--- src/rtl/bn_mux3_arbiter.sv ---
// Round-robin burst arbiter sharing one BN operand bus among three requesters,
// with a registered valid/ready output stage toward the systolic array.
module bn_mux3_arbiter #(
  parameter int unsigned DATA_WIDTH = 16,
  parameter int unsigned BURST_LEN  = 4
) (
  input  logic                  clk,
  input  logic                  rst_n,
  input  logic [2:0]            in_valid,
  input  logic [2:0]            in_last,
  input  logic [DATA_WIDTH-1:0] in0_data,
  input  logic [DATA_WIDTH-1:0] in1_data,
  input  logic [DATA_WIDTH-1:0] in2_data,
  output logic [2:0]            in_ready,
  output logic [1:0]            mux_sel,
  output logic                  out_valid,
  output logic [DATA_WIDTH-1:0] out_data,
  output logic                  out_last,
  output logic [1:0]            out_src,
  input  logic                  out_ready,
  output logic                  busy
);

  localparam int unsigned CNT_W    = (BURST_LEN > 1) ? $clog2(BURST_LEN) : 1;
  localparam logic [1:0]  SEL_IDLE = 2'b11;

  typedef enum logic {IDLE, BUSY} state_t;

  state_t                state_q, state_d;
  logic [1:0]            sel_q, sel_d;
  logic [1:0]            last_grant_q, last_grant_d;
  logic [CNT_W-1:0]      cnt_q, cnt_d;
  logic                  ov_q, ov_d;
  logic [DATA_WIDTH-1:0] od_q, od_d;
  logic                  ol_q, ol_d;
  logic [1:0]            os_q, os_d;

  logic [DATA_WIDTH-1:0] mux_data;
  logic [3:0]            valid4, last4;
  logic                  g_valid, g_last, slot_free, xfer, burst_end;
  logic [1:0]            cand1, cand2, winner;

  function automatic logic [1:0] next_req(input logic [1:0] x);
    return (x == 2'd2) ? 2'd0 : x + 2'd1;
  endfunction

  // Operand mux; the idle select drives zero.
  always_comb begin
    mux_data = '0;
    case (sel_q)
      2'd0:    mux_data = in0_data;
      2'd1:    mux_data = in1_data;
      2'd2:    mux_data = in2_data;
      default: mux_data = '0;
    endcase
  end

  // Padding to 4 bits lets the idle select read as "no request".
  assign valid4    = {1'b0, in_valid};
  assign last4     = {1'b0, in_last};
  assign g_valid   = valid4[sel_q];
  assign g_last    = last4[sel_q];
  assign slot_free = !ov_q || out_ready;
  assign xfer      = (state_q == BUSY) && g_valid && slot_free;
  assign burst_end = g_last || (cnt_q == CNT_W'(BURST_LEN - 1));

  assign cand1  = next_req(last_grant_q);
  assign cand2  = next_req(cand1);
  assign winner = valid4[cand1] ? cand1 : (valid4[cand2] ? cand2 : last_grant_q);

  always_comb begin
    in_ready = 3'b000;
    if (state_q == BUSY && slot_free) begin
      case (sel_q)
        2'd0:    in_ready = 3'b001;
        2'd1:    in_ready = 3'b010;
        2'd2:    in_ready = 3'b100;
        default: in_ready = 3'b000;
      endcase
    end
  end

  // Next-state and registered-output logic.
  always_comb begin
    state_d      = state_q;
    sel_d        = sel_q;
    last_grant_d = last_grant_q;
    cnt_d        = cnt_q;
    ov_d         = ov_q;
    od_d         = od_q;
    ol_d         = ol_q;
    os_d         = os_q;
    if (ov_q && out_ready) ov_d = 1'b0;
    case (state_q)
      IDLE: begin
        sel_d = SEL_IDLE;
        if (|in_valid) begin
          state_d      = BUSY;
          sel_d        = winner;
          last_grant_d = winner;
          cnt_d        = '0;
        end
      end
      BUSY: begin
        if (xfer) begin
          ov_d  = 1'b1;
          od_d  = mux_data;
          os_d  = sel_q;
          ol_d  = burst_end;
          cnt_d = cnt_q + CNT_W'(1);
          if (burst_end) begin
            state_d = IDLE;
            sel_d   = SEL_IDLE;
          end
        end
      end
      default: begin
        state_d = IDLE;
        sel_d   = SEL_IDLE;
      end
    endcase
  end

  always_ff @(posedge clk or negedge rst_n) begin
    if (!rst_n) begin
      state_q      <= IDLE;
      sel_q        <= SEL_IDLE;
      last_grant_q <= 2'd2;
      cnt_q        <= '0;
      ov_q         <= 1'b0;
      od_q         <= '0;
      ol_q         <= 1'b0;
      os_q         <= SEL_IDLE;
    end else begin
      state_q      <= state_d;
      sel_q        <= sel_d;
      last_grant_q <= last_grant_d;
      cnt_q        <= cnt_d;
      ov_q         <= ov_d;
      od_q         <= od_d;
      ol_q         <= ol_d;
      os_q         <= os_d;
    end
  end

  assign mux_sel   = sel_q;
  assign out_valid = ov_q;
  assign out_data  = od_q;
  assign out_last  = ol_q;
  assign out_src   = os_q;
  assign busy      = (state_q == BUSY);

endmodule
--- config.mk ---
export PLATFORM = sky130hd
export DESIGN_NAME = bn_mux3_arbiter
export DESIGN_NICKNAME = d
export VERILOG_FILES = /design/src/rtl/bn_mux3_arbiter.sv
export SDC_FILE = /design/constraint.sdc
export NUM_CORES = 1
export LEC_CHECK = 0
export CAP_MARGIN = 20
export CORE_ASPECT_RATIO = 1.75
export CORE_UTILIZATION = 42
export CTS_CLUSTER_SIZE = 28
export DETAILED_ROUTE_END_ITERATION = 6
export PLACE_DENSITY = 0.85
export SETUP_SLACK_MARGIN = 0.02
export SYNTH_ARGS = -nofsm -noshare
export SYNTH_HDL_FRONTEND = slang
export SYNTH_SLANG_ARGS = --single-unit
--- constraint.sdc ---
create_clock -name clk -period 5.2 [get_ports clk]
set_clock_uncertainty 0.15 [all_clocks]
set_input_delay 1.56 -clock clk [delete_from_list [all_inputs] [get_ports clk]]
set_output_delay 1.56 -clock clk [all_outputs]
set_load 0.02 [all_outputs]
==> impl_metrics.env, run 1 <==
export IMPL_worst_hold_path_type="reg -> reg"
export IMPL_synthArstFlopShare_pct=100
export IMPL_path_class="in -> out"
export IMPL_crit_fanout=5
export IMPL_fmax_mhz=204
export IMPL_die_y_um=81.6
export IMPL_fin_cells=277
export IMPL_synth_largest_area_cell="dfrtp_1"
export IMPL_dp_hpwl_um=3390
export IMPL_grt_pass1_wl_um=6050
export IMPL_io_pins=83
export IMPL_rows=28
export IMPL_numCtsBuffers=3
export IMPL_core_area_sq_um=3430
export IMPL_holdWs_ns=0.363
export IMPL_grt_antenna_before_repair=0
export IMPL_arrival_ns=3.19
export IMPL_utilization_pct=70.8
export IMPL_min_period_over_period_pct=94.2
export IMPL_synth_adder_area_share_pct=0.824
export IMPL_drtPass1Iterations=4
export IMPL_numPortBuffers=82
export IMPL_wirelength_um=4290
export IMPL_ctsResizeCount=0
export IMPL_die_area_sq_um=3870
export IMPL_cts_buffer_depth=2
export IMPL_via_count=1448
export IMPL_synthTopCellsByCount="dfrtp_1 (22), nand2_1 (22), o21ai_0 (18), mux2_2 (17), mux2i_1 (16)"
export IMPL_syn2layout_area_growth_pct=60.0
export IMPL_muxShareOfSynthArea_pct=24.1
export IMPL_syn_inst=151
export IMPL_clk_pin_slew_ns=0.09
export IMPL_setup_violations=0
export IMPL_overflow=0
export IMPL_drcViolationCount=0
export IMPL_first_global_vias=1380
export IMPL_setup_tns_ns=0
export IMPL_slew_headroom_pct=45.4
export IMPL_cts_root_buffer="clkbuf_8"
export IMPL_cap_violations=0
export IMPL_busiest_layer="met2"
export IMPL_layout_nets=291
export IMPL_cts_max_level=1
export IMPL_synthSimpleGateAreaFrac_pct=12.9
export IMPL_hold_violations=0
export IMPL_crit_path_end_kind="output port"
export IMPL_met2_usage_pct=40.5
export IMPL_synth_distinct_cells=29
export IMPL_grt_util_all_layers_pct=21.9
export IMPL_place_congestion=0.778
export IMPL_synth_area_sq_um=1520
export IMPL_synth_top_family_by_area="multiplexers"
export IMPL_grt_max_degree=24
export IMPL_die_x_um=47.5
export IMPL_powerDensity_nw_per_um2=504
export IMPL_use_met3_pct=2.64
export IMPL_hold_buffers=0
export IMPL_p_leak_nw=1.09
export IMPL_insertedDiodeCount=0
export IMPL_start_kind="primary input"
export IMPL_drtIter0Drc=30
export IMPL_post_cts_buffers=0
export IMPL_ant_nets=0
export IMPL_synth_top_area_share_pct=36.2
export IMPL_vias_per_cell=5.23
export IMPL_fin_ws_ns=0.299
export IMPL_post_place_ws_ns=0.288
export IMPL_required_ns=3.49
export IMPL_synth_compound_area_share_pct=12.4
export IMPL_synth_nets=209
export IMPL_synth_ff_type="dfrtp_1"
export IMPL_cts_tree="done"
export IMPL_clock_latency_ns=0.27
export IMPL_yosys_warnings=0
export IMPL_finalMaxSlewViolations=0
export IMPL_drive_gt1_share_pct=13.8
export IMPL_r2r_setup_slack_ns=2.60
export IMPL_start_util_pct=44.2
export IMPL_synth_xor_area_share_pct=0
export IMPL_cts_sinks=27
export IMPL_placedCellCount=273
export IMPL_peakVddDrop_v=0.000480
export IMPL_finalCriticalPeriod_ns=4.90
export IMPL_synthTopCellsByArea="dfrtp_1 (36%), mux2_2 (13%), mux2i_1 (11%)"
export IMPL_rsz0062_at_grt="false"
export IMPL_ys_ff_latch=27
export IMPL_synth_edf_count=0
export IMPL_postSynthAreaPerCell_sq_um=10.1
export IMPL_status="complete, no violations"
export IMPL_use_met1_pct=22.6
export IMPL_fillerInstances=296
export IMPL_yosysSeqAreaShare_pct=44.9
export IMPL_wl_per_cell_um=15.5
export IMPL_worst_pin_slew_ns=0.819
## layout make-up
cell class	count	area [sq um]	share of cell area (%)
multi-input combinational	110	764	31.5
sequential	27	682	28.1
tap	45	56.3	2.32
clock inverter	1	5.00	0.206
timing repair buffer	86	862	35.5
clock buffer	3	41.3	1.70
inverter	5	18.8	0.772
## kinds of logic after synthesis
| kind of cell | count (synthesis) |
|---|---|
| compound gates | 32 |
| buf+inv | 14 |
| fa+ha+maj | 1 |
| simple gates | 43 |
| flops | 27 |
| mux | 34 |
## metal layers
layer  part of all wire (%)  vias up  routed length [um]
li1                       -      692                   -
met1                     34      680                1470
met2                     56       60                2390
met3                    5.7       16                 245
met4                    4.1        0                 174
met5                      0        -                   0
## flip-flops by register name, summed over array words and instances (netlist names)
| register | cells |
|---|---|
| mux_sel | 2 |
| out_last | 1 |
| out_src | 2 |
| out_data | 16 |
| busy | 1 |
| last_grant_q | 2 |
| out_valid | 1 |
| cnt_q | 2 |
## stage by stage
stage / cell area [sq um] / power [W]
final: 2430 / 0.00122
after global routing: 2430 / 0.00130
after CTS: 2430 / 0.00123
after detailed placement: 2380 / 0.00112
after global placement: 2360 / 0.00109
after floorplan: 1520 / 0.000843
## power by group
group | switching, W | internal [W]
logic | 0.000348 | 0.000371
registers | 0.0000761 | 0.000313
clock network | 0.0000623 | 0.0000536
## cells in the final DEF (no fill, tap or decap), types with 2 or more instances in the layout
master	n
clkbuf_8	3
nor2b_1	2
dfstp_2	5
buf_4	2
a21oi_1	4
nand2b_1	2
mux2_2	17
clkdlybuf4s50_1	82
inv_1	5
a221o_1	2
nor3_1	5
dfrtp_1	22
mux2i_1	16
nand2_1	22
nor2_1	7
a31oi_1	3
nand3_1	2
o21ai_0	18
## critical path, cell delays in order
cell,delay [ns]
clkdlybuf4s50_1,0.45
nand2b_1,0.20
nand2_1,0.12
nor3_1,0.22
clkdlybuf4s50_1,0.64
## worst paths after layout
path,startpoint,end,cells after the start
min in group asynchronous,rst_n,out_data[2],1
worst max-delay path,out_ready,in_ready[1],5
max in group asynchronous,rst_n,mux_sel[0],3
worst max register to register,mux_sel[0],out_data[2],5
worst min-delay path,out_data[8],out_data[8],1
worst min register to register,out_data[8],out_data[8],1
Note: power is estimated with default switching activity, not from simulation.
==> run 2, diff against run 1 <==
--- a/config.mk
+++ b/config.mk
@@ -10,7 +10,7 @@
 export CORE_UTILIZATION = 42
 export CTS_CLUSTER_SIZE = 28
 export DETAILED_ROUTE_END_ITERATION = 6
-export PLACE_DENSITY = 0.85
+export PLACE_DENSITY = 0.86
 export SETUP_SLACK_MARGIN = 0.02
 export SYNTH_ARGS = -nofsm -noshare
 export SYNTH_HDL_FRONTEND = slang
==> impl_metrics.env, run 2 (same netlist as run 1, synthesis figures left out) <==
export IMPL_status="complete, no violations"
export IMPL_vias_per_cell=5.22
export IMPL_dp_hpwl_um=3460
export IMPL_ant_nets=0
export IMPL_hold_path_startpoint="out_data[7]"
export IMPL_path_class="in -> out"
export IMPL_die_y_um=81.6
export IMPL_insertedDiodeCount=0
export IMPL_slew_headroom_pct=45.7
export IMPL_final_common_cell="clkdlybuf4s50_1"
export IMPL_grt_max_degree=25
export IMPL_worst_pin_slew_ns=0.815
export IMPL_peakVddDrop_v=0.000335
export IMPL_cts_buffer_depth=2
export IMPL_crit_fanout=5
export IMPL_wl_per_cell_um=15.9
export IMPL_syn2layout_area_growth_pct=60.7
export IMPL_drtPass1Iterations=4
export IMPL_final_area_sq_um=2440
export IMPL_finalMaxSlewViolations=0
export IMPL_required_ns=3.49
export IMPL_reg2reg_depth=4
export IMPL_die_x_um=47.5
export IMPL_clk_pin_slew_ns=0.10
export IMPL_drive_gt1_share_pct=13.8
export IMPL_rsz0062_at_grt="false"
export IMPL_grt_util_all_layers_pct=23.9
export IMPL_drtIter0Drc=26
export IMPL_cts_root_buffer="clkbuf_8"
export IMPL_min_period_over_period_pct=94.0
export IMPL_overflow=0
export IMPL_arrival_ns=3.18
export IMPL_fmax_mhz=204
export IMPL_p_leak_nw=1.09
export IMPL_final_cell_mix="clkdlybuf4s50_1 (82), nand2_1 (22), dfrtp_1 (22), o21ai_0 (18), mux2_2 (17)"
export IMPL_setup_violations=0
export IMPL_dpl_cell_area_sq_um=2380
export IMPL_ctsResizeCount=0
export IMPL_powerDensity_nw_per_um2=503
export IMPL_hold_violations=0
export IMPL_numPortBuffers=82
export IMPL_io_pins=83
export IMPL_drcViolationCount=0
export IMPL_cts_sinks=27
export IMPL_place_congestion=0.841
export IMPL_seqCellArea_sq_um=682
export IMPL_worst_hold_path_type="reg -> reg"
export IMPL_post_cts_buffers=0
export IMPL_numCtsBuffers=3
export IMPL_layout_nets=291
export IMPL_grt_antenna_before_repair=0
export IMPL_start_kind="primary input"
export IMPL_finalCriticalPeriod_ns=4.89
export IMPL_worstHoldPathCells=1
export IMPL_wirelength_um=4400
export IMPL_core_area_sq_um=3430
export IMPL_via_count=1447
export IMPL_setup_tns_ns=0
export IMPL_rows=28
export IMPL_fillerInstances=284
export IMPL_die_area_sq_um=3870
export IMPL_cap_violations=0
export IMPL_multi_input_area_sq_um=764
export IMPL_cts_tree="done"
export IMPL_first_global_vias=1474
export IMPL_hold_buffers=0
export IMPL_r2r_setup_slack_ns=2.45
export IMPL_r2r_start="mux_sel[0]"
export IMPL_largest_reg_flops=16
export IMPL_clock_latency_ns=0.28
export IMPL_crit_path_end_kind="output port"
export IMPL_r2r_end="out_data[1]"
export IMPL_start_util_pct=44.2
export IMPL_min_to="out_data[7]"
export IMPL_grt_pass1_wl_um=6600
export IMPL_cts_max_level=1
==> run 2: worst max-delay path by stage <==
stage,depth (start not counted),from,to
after CTS,5,out_ready,in_ready[1]
after global placement,5,out_ready,in_ready[1]
final,5,out_ready,in_ready[1]
after global routing,5,out_ready,in_ready[1]
after detailed placement,5,out_ready,in_ready[1]
after floorplan,3,out_ready,in_ready[1]
==> run 2: critical path, stage by stage <==
cell and delay (ns):
clkdlybuf4s50_1 0.44, nand2b_1 0.18, nand2_1 0.12, nor3_1 0.22, clkdlybuf4s50_1 0.65
==> run 2: where the power goes <==
| group | total, W | switching [W] | internal, W | leakage, nW |
|---|---|---|---|---|
| Combinational | 0.000682 | 0.000315 | 0.000367 | 0.740 |
| Sequential | 0.000424 | 0.000109 | 0.000314 | 0.329 |
| Clock | 0.000123 | 0.0000686 | 0.0000545 | 0.0217 |
==> run 2: routing by layer <==
metal / vias to the layer above / part of all wire (%) / track usage (%)
met2: 50 / 57 / 44.0
met1: 696 / 35 / 24.4
met3: 9 / 5.4 / 3.30
li1: 692 / - / -
met5: - / 0 / 0
met4: 0 / 2.2 / 12.0
==> run 2: metrics by stage <==
stage,total power [W],hold slack (ns),setup slack [ns],std cells,utilization [%]
global route,0.00131,0.382,0.175,277,71.1
detailed placement,0.00111,0.345,0.308,272,69.5
floorplan,0.000843,0.324,1.16,151,-
global placement,0.00108,0.339,0.346,271,68.7
CTS,0.00123,0.368,0.306,276,70.9
finish,0.00123,0.362,0.310,277,71.1
==> run 2: area by class of cell <==
cell class,instances,share of cell area [%]
repair buffers,86,35.7
multi-input cells,110,31.3
well taps,45,2.31
clock buffers,3,1.69
flip-flops and latches,27,27.9
clock inverters,1,0.308
inverters,5,0.769
